[src/rtl/regfile_pkg.sv]
// ---------------------------------------------------------------------------
// regfile_pkg
// Shared definitions for the register-file writeback path: the architectural
// widths, the identity of each writeback source and the request bundle that
// a source presents to the arbiter.
// ---------------------------------------------------------------------------
package regfile_pkg;

  localparam int REGISTER_FILE_ADDRESS_WIDTH = 5;
  localparam int RISC_V_DATA_WIDTH           = 32;
  localparam int REGISTER_FILE_NUM           = 32;

  // Requester slot assignment; the slot index is also the arbitration index.
  typedef enum logic [1:0] {
    WB_ALU  = 2'd0,
    WB_LOAD = 2'd1,
    WB_CSR  = 2'd2
  } wb_src_e;

  // One writeback request: destination index and value.
  // The index field cannot be called "reg" because that is a keyword.
  typedef struct packed {
    logic [REGISTER_FILE_ADDRESS_WIDTH-1:0] reg_num;
    logic [RISC_V_DATA_WIDTH-1:0]           data;
  } wb_req_t;

endpackage

[src/rtl/rr_arbiter.sv]
// ---------------------------------------------------------------------------
// rr_arbiter
// Round-robin arbiter with a registered last-winner pointer.
//   clk, rst : clock, asynchronous active-high reset
//   req      : N request bits
//   advance  : a grant was accepted this cycle; move the pointer to it
//   grant    : one-hot grant (all zero when nothing requests)
// Search starts at ptr+1 and wraps, so the last winner has lowest priority.
// After reset ptr = N-1, which makes requester 0 the first in line.
// ---------------------------------------------------------------------------
module rr_arbiter #(
  parameter int N = 3
) (
  input  logic         clk,
  input  logic         rst,
  input  logic [N-1:0] req,
  input  logic         advance,
  output logic [N-1:0] grant
);

  localparam int PW = (N > 1) ? $clog2(N) : 1;

  logic [PW-1:0] ptr;
  logic [PW-1:0] grant_idx;
  logic          found;
  int            idx;

  always_comb begin
    grant     = '0;
    grant_idx = ptr;
    found     = 1'b0;
    idx       = 0;
    for (int off = 1; off <= N; off++) begin
      idx = (int'(ptr) + off) % N;
      if (!found && req[PW'(idx)]) begin
        grant[PW'(idx)] = 1'b1;
        grant_idx       = PW'(idx);
        found           = 1'b1;
      end
    end
  end

  // Pointer only moves on an accepted grant so an idle cycle keeps fairness.
  always_ff @(posedge clk or posedge rst) begin
    if (rst) begin
      ptr <= PW'(N - 1);
    end else if (advance && found) begin
      ptr <= grant_idx;
    end
  end

endmodule

[src/rtl/regfile_wb_arbiter.sv]
// ---------------------------------------------------------------------------
// regfile_wb_arbiter
// Shares the single register-file write port between NUM_REQ writeback
// sources (0 = ALU, 1 = load, 2 = CSR/debug) and tracks pending writes so
// issue logic can detect read-after-write hazards.
//   clk, rst            : clock, asynchronous active-high reset
//   req_valid/req_ready : per-source handshake; ready is the arbiter grant
//   req_reg, req_data   : per-source destination/value, source i in slice i
//   issue_valid/rd      : a destination register is being issued
//   rs0_num, rs1_num    : hazard query indices
//   rs0_busy, rs1_busy  : queried register has a pending write
//   rf_reg_num_w, rf_w_data, rf_ctrl_reg_w : register file write port
//   busy_vec            : full pending-write scoreboard
//   conflict_cnt        : saturating count of cycles with 2+ requesters
// ---------------------------------------------------------------------------
module regfile_wb_arbiter
  import regfile_pkg::*;
#(
  parameter int NUM_REQ = 3,
  parameter int ADDR_W  = REGISTER_FILE_ADDRESS_WIDTH,
  parameter int DATA_W  = RISC_V_DATA_WIDTH,
  parameter int REG_NUM = REGISTER_FILE_NUM
) (
  input  logic                      clk,
  input  logic                      rst,
  input  logic [NUM_REQ-1:0]        req_valid,
  output logic [NUM_REQ-1:0]        req_ready,
  input  logic [NUM_REQ*ADDR_W-1:0] req_reg,
  input  logic [NUM_REQ*DATA_W-1:0] req_data,
  input  logic                      issue_valid,
  input  logic [ADDR_W-1:0]         issue_rd,
  input  logic [ADDR_W-1:0]         rs0_num,
  input  logic [ADDR_W-1:0]         rs1_num,
  output logic                      rs0_busy,
  output logic                      rs1_busy,
  output logic [ADDR_W-1:0]         rf_reg_num_w,
  output logic [DATA_W-1:0]         rf_w_data,
  output logic                      rf_ctrl_reg_w,
  output logic [REG_NUM-1:0]        busy_vec,
  output logic [15:0]               conflict_cnt
);

  logic [NUM_REQ-1:0] grant;
  logic               handshake;
  wb_req_t            winner;
  wb_req_t            wr_stage;
  logic               wr_en;
  logic [REG_NUM-1:0] busy;
  logic [REG_NUM-1:0] busy_next;

  // The write stage never stalls, so every grant is a completed handshake.
  assign req_ready = grant;
  assign handshake = |grant;

  rr_arbiter #(
    .N (NUM_REQ)
  ) u_arb (
    .clk     (clk),
    .rst     (rst),
    .req     (req_valid),
    .advance (handshake),
    .grant   (grant)
  );

  // Grant is one-hot, so selecting by plain assignment yields the winner.
  always_comb begin
    winner = '0;
    for (int i = 0; i < NUM_REQ; i++) begin
      if (grant[i]) begin
        winner.reg_num = req_reg[i*ADDR_W +: ADDR_W];
        winner.data    = req_data[i*DATA_W +: DATA_W];
      end
    end
  end

  // One-entry write stage. A write to x0 still takes the slot but never
  // raises the write enable; address/data hold when nothing is granted.
  always_ff @(posedge clk or posedge rst) begin
    if (rst) begin
      wr_stage <= '0;
      wr_en    <= 1'b0;
    end else if (handshake) begin
      wr_stage <= winner;
      wr_en    <= (winner.reg_num != '0);
    end else begin
      wr_en    <= 1'b0;
    end
  end

  assign rf_reg_num_w  = wr_stage.reg_num;
  assign rf_w_data     = wr_stage.data;
  assign rf_ctrl_reg_w = wr_en;

  // Clear on the commit edge first, then set, so a producer issued on the
  // commit edge of an older write to the same register keeps it busy.
  always_comb begin
    busy_next = busy;
    if (wr_en) begin
      busy_next[wr_stage.reg_num] = 1'b0;
    end
    if (issue_valid && (issue_rd != '0)) begin
      busy_next[issue_rd] = 1'b1;
    end
    busy_next[0] = 1'b0;
  end

  always_ff @(posedge clk or posedge rst) begin
    if (rst) begin
      busy <= '0;
    end else begin
      busy <= busy_next;
    end
  end

  assign busy_vec = busy;
  assign rs0_busy = (rs0_num != '0) && busy[rs0_num];
  assign rs1_busy = (rs1_num != '0) && busy[rs1_num];

  // Contention counter saturates rather than wrapping.
  always_ff @(posedge clk or posedge rst) begin
    if (rst) begin
      conflict_cnt <= '0;
    end else if (($countones(req_valid) >= 2) && (conflict_cnt != 16'hFFFF)) begin
      conflict_cnt <= conflict_cnt + 16'd1;
    end
  end

endmodule

[config.mk]
export PLATFORM = sky130hd
export DESIGN_NAME = regfile_wb_arbiter
export DESIGN_NICKNAME = d
export VERILOG_FILES = /design/src/rtl/regfile_pkg.sv /design/src/rtl/rr_arbiter.sv /design/src/rtl/regfile_wb_arbiter.sv
export SDC_FILE = /design/constraint.sdc
export NUM_CORES = 1
export LEC_CHECK = 0
export BUFFER_PORTS_ARGS = -buffer_cell sky130_fd_sc_hd__buf_2
export CAP_MARGIN = 5
export CORE_ASPECT_RATIO = 0.9
export CORE_MARGIN = 3
export CORE_UTILIZATION = 44
export CTS_BUF_LIST = sky130_fd_sc_hd__clkbuf_2
export DETAILED_ROUTE_END_ITERATION = 8
export PLACE_DENSITY = 0.81
export SLEW_MARGIN = 10
export SYNTH_ARGS = -nofsm -noshare
export SYNTH_HDL_FRONTEND = slang
export SYNTH_SLANG_ARGS = --single-unit
[constraint.sdc]
create_clock -name clk -period 2.4 [get_ports clk]
set_clock_uncertainty 0.1 [all_clocks]
set_input_delay 0 -clock clk [delete_from_list [all_inputs] [get_ports clk]]
set_output_delay 0 -clock clk [all_outputs]
set_load 0.005 [all_outputs]
==> flow_summary.yaml <==
yosys:
  yosysWarnings: 0
  synth.largest_area_cell: "dfrtp_1"
  synth_xor_area_frac: 0.0211
  synth-simple-area-share: 0.152
  synth_top_family_by_area: "compound AO/OA/AOI/OAI gates"
  synth_area_mm2: 0.00497
  muxShareOfSynthArea: 0.167
  ys_seq_area_frac: 0.438
  ys_types: 47
  synth_compound_area_frac: 0.172
  synth-edff-count: 0
  synth_fa_ha_area_frac: 0.0151
  synth-async-reset-ratio: 1.00
  ys_dominant_reg_cell: "dfrtp_1"
  ys_top_cells_by_count: "86 x dfrtp_1, 85 x o21ai_0, 55 x nand2_1"
  syn-num-nets: 649
  yosys_register_bits: 87
  syn_inst: 511
  ys_top_cells_by_area: "dfrtp_1 43%, o21ai_0 8.6%, mux4_2 8.2%"
  yosysTopAreaCellShare: 0.433
  yosysMostFrequentCell: "dfrtp_1"
  synth.avg_cell_area_um2: 9.73
power_and_ir_drop:
  power_mw: 12.5
  p_leak_nw: 4.08
  irDropWorstVdd_v: 0.000962
  p_per_area_mw_per_mm2: 1410
floorplanning:
  initial_core_util: 0.454
  die_h_um: 107
  num_io_pins: 223
  dieArea_mm2: 0.0126
  rows: 36
  die_x_um: 118
  core_area_mm2: 0.0109
layout:
  final_nets: 1055
  stdcell_area_mm2: 0.00882
  drive_above_1_share: 0.462
  area_growth_pct: 77.4
  stdcell_count: 1075
run:
  drv_cap: 0
setup_path:
  worst_ep_required_time_ns: 2.87
  worst-path-max-fanout: 9
  crit_path_start_kind: "register"
  arrival_ns: 3.25
  endpoint_kind: "register"
  path_class: "register to register"
grt:
  antenna_found_initial: 1
  track_usage: 0.349
  grt_max_degree: 88
  grt_pass1_wl_um: 34500
  grt_pass1_vias: 6539
  gr-total-overflow: 0
timing:
  setup_viol: 45
  fmax_ghz: 0.359
  rsz0062_at_grt: "true"
  final_max_slew_viol_count: 0
  finalCritPeriodShare: 1.16
  final-hold-violation-count: 0
  min_period_ns: 2.78
  setup_slack_ns: -0.384
  finalSetupTns_ns: -9.98
  hold_slack_ns: 0.0736
clock_network:
  htreeDepth: 3
  cts_tree: "done"
  path_clk_slew_ns: 0.30
  clock_sink_count: 87
  cts-root-buf: "clkbuf_2"
  numCtsBuffers: 9
  clock_latency_ns: 0.63
  ctsLongestPathBuffers: 2
routing:
  wl_per_cell_um: 23.6
  viasPerCell: 6.10
  drt_wl_total_um: 25300
  drc: 0
  postRouteAntennaNets: 0
  dr.pass1.iters: 5
  drt_iter0_markers: 773
  via_count: 6555
placement:
  portBuffers: 221
  post_dp_cell_area_mm2: 0.00656
  gp_congestion: 0.889
  hpwl_um: 11300
  placed_cells: 896
outcome:
  violations: "negative setup slack"
  outcome: "complete, but fails checks"
min_path:
  holdCritPathClass: "input pin to register"
-- metrics by stage --
stage               setup slack, ns   util
floorplan                   -0.0935      -
global placement             -0.149  0.599
detailed placement           -0.327  0.599
CTS                          -0.304  0.758
global route                 -0.667  0.806
finish                       -0.384  0.806
-- path summary, 6_finish.rpt --
| check | cells past startpoint | slack, ns | endpoint | startpoint |
|---|---|---|---|---|
| max in group asynchronous | 5 | 1.36 | u_arb.ptr[1] | rst |
| min reg2reg | 2 | 0.42 | rf_w_data[10] | rf_w_data[10] |
| min in group asynchronous | 5 | 0.45 | rf_reg_num_w[4] | rst |
| max | 12 | -0.38 | rf_w_data[4] | u_arb.ptr[0] |
| max reg2reg | 12 | -0.38 | rf_w_data[4] | u_arb.ptr[0] |
| min | 4 | 0.07 | rf_w_data[5] | req_data[69] |
-- final cells by class --
cell class	instances	area (um2)
fillers	605	2120
clock buffers	9	45.0
well taps	152	190
flip-flops and latches	87	2180
clock inverters	7	68.8
inverters	7	32.5
repair buffers	421	3220
diodes	1	2.50
multi-input cells	391	3090
-- flip-flops by register name, summed over array words and instances, names as in the netlist --
name	cells
rf_reg_num_w	5
u_arb.ptr	2
rf_w_data	32
busy_vec	31
rf_ctrl_reg_w	1
conflict_cnt	16
-- cells by family after synthesis --
| kind of cell | Yosys count |
|---|---|
| AND/OR/NAND/NOR | 157 |
| AO/OA/AOI/OAI | 155 |
| flip-flops | 87 |
| multiplexers | 60 |
| buffers and inverters | 33 |
| XOR/XNOR | 12 |
| adder cells (fa/ha/maj) | 6 |
| other | 1 |
-- layer usage --
layer | share of wire | GRT usage | wire length [um]
met4 | 0.081 | 0.184 | 2050
met5 | 0 | 0 | 0
met2 | 0.46 | 0.572 | 11600
met3 | 0.13 | 0.132 | 3320
met1 | 0.33 | 0.398 | 8340
-- cells in the final DEF, fill, tap and decap left out, types with 11 or more instances in the layout --
cell type,synthesis,routed
a21oi_1,41,19
a21oi_2,1,22
buf_2,11,221
buf_4,2,46
dfrtp_1,86,85
dlygate4sd3_1,0,127
mux2i_1,37,19
mux2i_4,0,11
mux4_2,18,18
nand2_1,55,46
nand3b_1,12,12
nor2_1,52,42
o21ai_0,85,67
o21ai_1,14,24
xor2_1,11,11
-- critical path, stage by stage, from the launching register on --
cell,delay (ns)
dfrtp_2,0.43
buf_4,0.14
ha_1,0.17
buf_4,0.15
nand3b_1,0.22
o31ai_4,0.41
buf_4,0.19
buf_12,0.13
buf_4,0.12
mux2i_1,0.33
nor2_1,0.12
a21oi_2,0.16
o21ai_1,0.09
-- power by group --
group	switching, mW	total, mW	internal [mW]
Clock	0.608	0.769	0.161
Combinational	4.32	8.77	4.45
Sequential	0.746	2.93	2.18
-- what timing repair did --
action,CTS,global route
setup endpoints to repair,45,47
setup buffers,15,15
pin swaps,4,15
hold buffers,127,0
resized for setup,22,113
endpoints found under the hold margin,161,0
cloned,5,4
No activity file was read; power rests on OpenSTA's default activity.
